$ cat config.mk
export PLATFORM = sky130hd
export DESIGN_NAME = oflow_fe_stream
export DESIGN_NICKNAME = d
export VERILOG_FILES = /design/src/rtl/oflow_fe_stream.sv
export SDC_FILE = /design/constraint.sdc
export NUM_CORES = 1
export LEC_CHECK = 0
export ABC_AREA = 1
export BUFFER_PORTS_ARGS = -buffer_cell sky130_fd_sc_hd__buf_4
export CAP_MARGIN = 20
export CELL_PAD_IN_SITES_DETAIL_PLACEMENT = 0
export CELL_PAD_IN_SITES_GLOBAL_PLACEMENT = 1
export CORE_ASPECT_RATIO = 0.7
export CORE_MARGIN = 2
export CORE_UTILIZATION = 37
export CTS_CLUSTER_DIAMETER = 40
export DETAILED_ROUTE_END_ITERATION = 6
export GPL_ROUTABILITY_DRIVEN = 0
export PLACE_DENSITY = 0.83
export SLEW_MARGIN = 20
export SYNTH_ARGS = -nofsm -noshare
export SYNTH_HDL_FRONTEND = slang
export SYNTH_SLANG_ARGS = --single-unit
$ cat constraint.sdc
create_clock -name clk -period 1.8 [get_ports clk]
set_clock_uncertainty 0.2 [all_clocks]
set_input_delay 0.18 -clock clk [delete_from_list [all_inputs] [get_ports clk]]
set_output_delay 0.18 -clock clk [all_outputs]
set_load 0.02 [all_outputs]
$ cat src/rtl/oflow_fe_stream.sv
// oflow_fe_stream: streaming bbox feature extraction for the oflow tracker.
// Two-stage valid/ready pipeline plus per-frame object count and overflow.
module oflow_fe_stream #(
    parameter int COORD_W = 11,
    parameter int COLOR_W = 24,
    parameter int MAX_OBJ = 32,
    parameter int IDX_W   = $clog2(MAX_OBJ),
    parameter int BBOX_W  = 4*COORD_W + 2*COLOR_W
) (
    input  logic                 clk,
    input  logic                 reset_N,
    input  logic                 fe_enable,
    input  logic                 in_valid,
    output logic                 in_ready,
    input  logic [BBOX_W-1:0]    in_bbox,
    input  logic                 in_sof,
    input  logic                 in_eof,
    output logic                 out_valid,
    input  logic                 out_ready,
    output logic [2*COORD_W-1:0] out_cm_concate,
    output logic [2*COORD_W-1:0] out_position_concate,
    output logic [COORD_W-1:0]   out_width,
    output logic [COORD_W-1:0]   out_height,
    output logic [COLOR_W-1:0]   out_color1,
    output logic [COLOR_W-1:0]   out_color2,
    output logic [IDX_W-1:0]     out_obj_idx,
    output logic                 out_bad_bbox,
    output logic                 frame_done,
    output logic [IDX_W:0]       frame_obj_count,
    output logic                 frame_overflow
);

    localparam logic [IDX_W:0] CNT_ONE = {{IDX_W{1'b0}}, 1'b1};

    logic [COORD_W-1:0] w_xmin, w_ymin, w_xmax, w_ymax;
    logic [COLOR_W-1:0] w_c1, w_c2;
    logic               w_s1_adv, w_acc, w_keep, w_bad;
    logic [IDX_W:0]     w_idx, w_cnt_nxt;
    logic               w_ovf_nxt;

    logic               r_s1_valid, r_s2_valid;
    logic [COORD_W-1:0] r_s1_xmin, r_s1_ymin, r_s1_xmax, r_s1_ymax;
    logic [COORD_W:0]   r_s1_sx, r_s1_sy;
    logic [COLOR_W-1:0] r_s1_c1, r_s1_c2;
    logic [IDX_W-1:0]   r_s1_idx;
    logic [IDX_W:0]     r_count;
    logic               r_ovf;

    assign w_xmin = in_bbox[COORD_W-1:0];
    assign w_ymin = in_bbox[2*COORD_W-1:COORD_W];
    assign w_xmax = in_bbox[3*COORD_W-1:2*COORD_W];
    assign w_ymax = in_bbox[4*COORD_W-1:3*COORD_W];
    assign w_c1   = in_bbox[4*COORD_W+COLOR_W-1:4*COORD_W];
    assign w_c2   = in_bbox[4*COORD_W+2*COLOR_W-1:4*COORD_W+COLOR_W];

    assign w_s1_adv = !r_s2_valid || out_ready;
    assign in_ready = reset_N && fe_enable && (!r_s1_valid || w_s1_adv);
    assign w_acc    = in_valid && in_ready;

    // Count saturates at MAX_OBJ, so its top bit marks a beat to drop.
    assign w_idx     = in_sof ? '0 : r_count;
    assign w_keep    = !w_idx[IDX_W];
    assign w_cnt_nxt = w_keep ? w_idx + CNT_ONE : w_idx;
    assign w_ovf_nxt = (in_sof ? 1'b0 : r_ovf) | !w_keep;

    assign w_bad = (r_s1_xmax < r_s1_xmin) || (r_s1_ymax < r_s1_ymin);

    // Frame bookkeeping: running index, overflow and end-of-frame report.
    always_ff @(posedge clk or negedge reset_N) begin
        if (!reset_N) begin
            r_count         <= '0;
            r_ovf           <= 1'b0;
            frame_done      <= 1'b0;
            frame_obj_count <= '0;
            frame_overflow  <= 1'b0;
        end else begin
            frame_done <= 1'b0;
            if (w_acc && in_eof) begin
                frame_done      <= 1'b1;
                frame_obj_count <= w_cnt_nxt;
                frame_overflow  <= w_ovf_nxt;
                r_count         <= '0;
                r_ovf           <= 1'b0;
            end else if (w_acc) begin
                r_count <= w_cnt_nxt;
                r_ovf   <= w_ovf_nxt;
            end
        end
    end

    // Stage 1: capture kept beats and pre-add the coordinate pairs.
    always_ff @(posedge clk or negedge reset_N) begin
        if (!reset_N) begin
            r_s1_valid <= 1'b0;
            r_s1_xmin  <= '0;
            r_s1_ymin  <= '0;
            r_s1_xmax  <= '0;
            r_s1_ymax  <= '0;
            r_s1_sx    <= '0;
            r_s1_sy    <= '0;
            r_s1_c1    <= '0;
            r_s1_c2    <= '0;
            r_s1_idx   <= '0;
        end else if (w_acc) begin
            r_s1_valid <= w_keep;
            if (w_keep) begin
                r_s1_xmin <= w_xmin;
                r_s1_ymin <= w_ymin;
                r_s1_xmax <= w_xmax;
                r_s1_ymax <= w_ymax;
                r_s1_sx   <= {1'b0, w_xmin} + {1'b0, w_xmax};
                r_s1_sy   <= {1'b0, w_ymin} + {1'b0, w_ymax};
                r_s1_c1   <= w_c1;
                r_s1_c2   <= w_c2;
                r_s1_idx  <= w_idx[IDX_W-1:0];
            end
        end else if (w_s1_adv) begin
            r_s1_valid <= 1'b0;
        end
    end

    // Stage 2: output register, held while downstream stalls.
    always_ff @(posedge clk or negedge reset_N) begin
        if (!reset_N) begin
            r_s2_valid           <= 1'b0;
            out_cm_concate       <= '0;
            out_position_concate <= '0;
            out_width            <= '0;
            out_height           <= '0;
            out_color1           <= '0;
            out_color2           <= '0;
            out_obj_idx          <= '0;
            out_bad_bbox         <= 1'b0;
        end else if (w_s1_adv) begin
            r_s2_valid <= r_s1_valid;
            if (r_s1_valid) begin
                out_position_concate <= {r_s1_xmin, r_s1_ymin};
                out_color1           <= r_s1_c1;
                out_color2           <= r_s1_c2;
                out_obj_idx          <= r_s1_idx;
                out_bad_bbox         <= w_bad;
                if (w_bad) begin
                    out_cm_concate <= {r_s1_xmin, r_s1_ymin};
                    out_width      <= '0;
                    out_height     <= '0;
                end else begin
                    out_cm_concate <= {COORD_W'(r_s1_sx >> 1),
                                       COORD_W'(r_s1_sy >> 1)};
                    out_width      <= r_s1_xmax - r_s1_xmin;
                    out_height     <= r_s1_ymax - r_s1_ymin;
                end
            end
        end
    end

    assign out_valid = r_s2_valid;

endmodule
* Word level (Yosys, flattened, before mapping)
Cells that the tools add are included. W data, S select, Z words.
Storage, ports and cells: register bits after elaboration 258, latch bits 0, RAM bits 0, memory bits (read-only) 0, input bits 99, output and inout bits 130, word-level logic and storage cells 60, memories 0
Operators by class: add/subtract/negate cells 5, multiply operators 0, div/mod/pow operators 0, order comparisons 2, eq/ne operators 0, shifts and indexed selects 0, mux-type cells 13, bitwise logic cells 2, reduce and logical (&&, ||, !) cells 14
Operator list (number):
- $add A11 B11 Y12 | 2
- $mux W6 | 4
- $lt A11 B11 Y1 | 2
- $mux W11 | 2
- $mux W22 | 1
- $sub A11 B11 Y11 | 2
- $add A6 B1 Y6 const B | 1
- $mux W1 | 6
- $logic_and A1 B1 Y1 | 4
- $reduce_and A2 Y1 | 2
- $reduce_bool A2 Y1 | 2
- $logic_not A1 Y1 | 3
- $logic_or A1 B1 Y1 | 3
- $not A1 Y1 | 1
- $or A1 B1 Y1 | 1

* Depth between registers and ports, before layout
depth after elaboration 7, mapped depth 14, depth with buffers taken out 14

* Least setup slack after synthesis
OpenSTA, ideal clock, no wires.
path type register to register, start register r_s1_xmin[2], end register out_height[10], setup time 0.116 ns, data arrival time 1.602 ns, data required time 1.484 ns, setup slack -0.119 ns, stages on the path, launching flop included 12, buffers on the path 1, period minus slack after synthesis 1.919 ns, cells stage by stage dfrtp_1 inv_1 ha_1 a21oi_1 nand2_1 nand2_1 nand3_1 nand3_2 buf_6 clkinv_2 nand2_1 nand2_1
On the way: word-level cells in the longest chain between the ends 3
RTL lines:
- start, declared | line 42 | logic [COORD_W-1:0] r_s1_xmin, r_s1_ymin, r_s1_xmax, r_s1_ymax;
- start signal, assigned | line 107 | r_s1_xmin <= w_xmin;
- $lt A11 B11 Y1 | line 66 | assign w_bad = (r_s1_xmax < r_s1_xmin) || (r_s1_ymax < r_s1_ymin);
- $logic_or A1 B1 Y1 | line 66
- $mux W11 | line 142 | if (w_bad) begin
- end signal, assigned | line 150 | out_height <= r_s1_ymax - r_s1_ymin;
- end, declared | line 23 | output logic [COORD_W-1:0] out_height,
No other way between the ends. A chain may end at the register's enable or synchronous reset.

* Worst setup path after layout
start register r_s1_ymax[4], end register out_width[2]
On the way: word-level cells in the longest chain between the ends 3
RTL lines:
- start, declared | line 42
- start signal, assigned | line 110 | r_s1_ymax <= w_ymax;
- $lt A11 B11 Y1 | line 66
- $logic_or A1 B1 Y1 | line 66
- $mux W11 | line 142
- end signal, assigned | line 149 | out_width <= r_s1_xmax - r_s1_xmin;
- end, declared | line 22 | output logic [COORD_W-1:0] out_width,
No other way between the ends.

==> results.json <==
{
  "areaGrowthSynthToFinish_pct": 60.0,
  "max_stage_delay_ns": 0.43,
  "cp_max_fo": 5,
  "synthCells": 1439,
  "worst_pin_slew_ns": 0.828,
  "fmax_ghz": 0.474,
  "utilization": 0.598,
  "drt_iter0_drc": 918,
  "grt_pass1_vias": 11000,
  "grt_max_degree": 133,
  "finalSetupViolations": 95,
  "timing.rr.start": "r_s1_ymax[4]$_DFFE_PN0P_",
  "outcome": "complete, but fails checks",
  "maxCapViolations": 0,
  "cp-startpoint": "r_s1_ymax[4]$_DFFE_PN0P_",
  "yosysTopAreaCell": "dfrtp_1",
  "final.setup.worst_slack_ns": -0.310,
  "cts_tree": "yes",
  "dpl_cell_area_um2": 15300,
  "crit_path_end_kind": "flop",
  "grt_remaining_overflow": 0,
  "num_vias": 11500,
  "fin_crit_ns": 2.11,
  "synth_edf_count": 0,
  "syn_area_um2": 12000,
  "fp.dieH_um": 155,
  "cts_buffer_depth": 3,
  "synth_top_area_share": 0.534,
  "wl_per_cell_um": 16.9,
  "n_antenna_cell": 0,
  "slew_headroom": 0.448,
  "cp_data_arrival_time_ns": 2.35,
  "syn_area_per_cell_um2": 8.34,
  "synthXorXnorAreaFrac": 0.0182,
  "cts_buffers": 36,
  "holdCritStartpoint": "out_ready",
  "crit_type": "reg2reg",
  "crit_chain": "ha_4 -> nand2_1 -> nand2_1 -> nand2_1 -> nand2_1 -> nand2_2 -> nand3_4 -> nand3_4 -> buf_12 -> buf_16 -> o21ai_4",
  "clkTransAtPathRegs_ns": 0.06,
  "synth.distinct_cells": 32,
  "yosysWarnings": 0,
  "die-area_um2": 33900,
  "pin_count": 229,
  "synth_compound_gate_area_share": 0.0987,
  "finalHoldViolCount": 1,
  "fin_area_um2": 19200,
  "grt_pass1_wl_mm": 59.5,
  "io_buffers": 228,
  "powerDensity_nw_per_um2": 1320,
  "p_leak_nw": 9.82,
  "violations": "hold timing, setup timing",
  "initial_utilization": 0.374,
  "totalWireLength_mm": 40.3,
  "fin_crit_sh": 1.17,
  "start_kind": "flop",
  "dpl.hpwl_mm": 26.1,
  "critPathRequiredTime_ns": 2.04,
  "yosys.area_share.simple": 0.223,
  "synth_fa_ha_area_frac": 0.0515,
  "insertion_delay_ns": 0.52,
  "grt.total_usage": 0.224,
  "final_antenna_net_count": 0,
  "fp.dieW_um": 219,
  "core_area_um2": 32100,
  "slew_viol_final": 0,
  "firstDrtPassIters": 5,
  "rsz0062_at_grt": "yes",
  "layout_commonest_cell": "nand2_1",
  "viasPerCell": 4.84,
  "hp-class": "in2reg",
  "clock-sinks": 256,
  "ys_seq_elements": 256,
  "ir_drop_uv": 798,
  "hold_slack_ns": -0.0157,
  "cp_slowest_cell": "dfrtp_1",
  "synth_area_leaders": "dfrtp_1 (53%), nand2_1 (17%), o21ai_0 (6.8%), inv_1 (4.9%), ha_1 (4.5%)",
  "drive_gt1_frac": 0.347,
  "drc": 0,
  "root_buffer": "clkbuf_16",
  "rows": 55,
  "synth_fp_nets": 1585,
  "mostFrequentLayoutCells": "nand2_1 (447), buf_4 (345), dfrtp_1 (254), inv_1 (134), o21ai_0 (116)",
  "synth_seq_area_share": 0.534,
  "synth_top_family_by_area": "simple AND/OR/NAND/NOR gates",
  "finalNetCount": 2075,
  "synth-main-ff-cell": "dfrtp_1",
  "async_flop_share": 1.00,
  "synth.area.mux_share": 0,
  "path_common_cell": "nand2_1",
  "htree_levels": 2,
  "antenna_found_initial": 0
}
area by class of cell:
class | count | area (um2)
multi-input combinational | 966 | 5610
clock inverter | 18 | 211
sequential | 256 | 6410
tap | 427 | 534
timing repair buffer | 508 | 4790
fill | 2735 | 12900
clock buffer | 45 | 1030
inverter | 161 | 627
cells by family after synthesis:
family	after synthesis
DFF	256
adders and majority gates	47
buffers and inverters	217
AOI/OAI and AO/OA	229
xor gates and xnor gates	25
and+or+nand+nor	665
routing by layer:
metal	global-route usage	routed length [um]
met5	0	0
met4	0.0557	770
met3	0.0409	2450
met2	0.332	17800
met1	0.335	19300
per-stage QoR:
| step | TNS [ns] | setup slack [ns] | power, mW | cells |
|---|---|---|---|---|
| final | -12.96 | -0.310 | 25.3 | 2381 |
| after global routing | -20.43 | -0.342 | 26.7 | 2381 |
| after CTS | -7.96 | -0.220 | 24.6 | 2356 |
| after detailed placement | -15.48 | -0.239 | 16.5 | 2168 |
| after global placement | -10.13 | -0.195 | 16.4 | 2168 |
| after floorplan | 0 | 0.0106 | 12.6 | 1439 |
what timing repair did:
action                                 4_1_cts  5_1_grt
hold buffers                                98        4
setup buffers                               20       17
resized for setup                           91      222
setup endpoints to repair                  174      186
endpoints found under the hold margin      379        3
pin swaps                                    9       25
gates cloned                                 8       10
critical path, delay by kind of cell, from the launching register on:
kind            cells  cell delay (ns)
compound gates      1             0.12
fa+ha+maj           1             0.32
buf+inv             2             0.31
flops               1             0.43
simple gates        7             0.65
synthesized netlist by cell type (4+ instances only):
library cell and instances:
nand2_1 532, dfrtp_1 256, o21ai_0 164, inv_1 158
nand3_1 49, nor2_1 46, ha_1 43, a21oi_1 25
clkbuf_1 24, o21ai_1 20, buf_2 16, xor2_1 16
buf_4 15, nand3b_1 13, nand4_1 12, xnor2_1 9
o22ai_1 8, o21bai_1 5, a21o_1 4, fa_1 4
nor3_1 4
final timing paths:
kind / to / slack [ns] / cells after the start
max: out_width[2]$_DFFE_PN0P_ / -0.31 / 11
min: r_s1_valid$_DFFE_PN0P_ / -0.02 / 6
max reg2reg: out_width[2]$_DFFE_PN0P_ / -0.31 / 11
min reg2reg: out_cm_concate[9]$_DFFE_PN0P_ / 0.28 / 2
max in group asynchronous: out_position_concate[0]$_DFFE_PN0P_ / 0.50 / 3
min in group asynchronous: r_s1_c2[9]$_DFFE_PN0P_ / 0.22 / 3
state kept, by name (all words and copies together) (netlist names), 5 cells and up:
signal,cells
r_s1_c1,24
out_height,11
r_s1_sy,11
r_s1_xmin,11
r_s1_ymin,11
r_s1_sx,11
frame_obj_count,6
out_cm_concate,22
r_s1_c2,24
r_count,6
r_s1_xmax,11
out_color2,24
r_s1_ymax,11
out_width,11
out_obj_idx,5
r_s1_idx,5
out_color1,24
out_position_concate,22
power breakdown:
part / leakage, nW / switching [mW] / internal [mW]
sequential: 3.24 / 0.935 / 7.29
combinational: 5.97 / 5.37 / 4.45
clock: 0.606 / 2.82 / 4.42
Power figures use the tool's default switching activity.
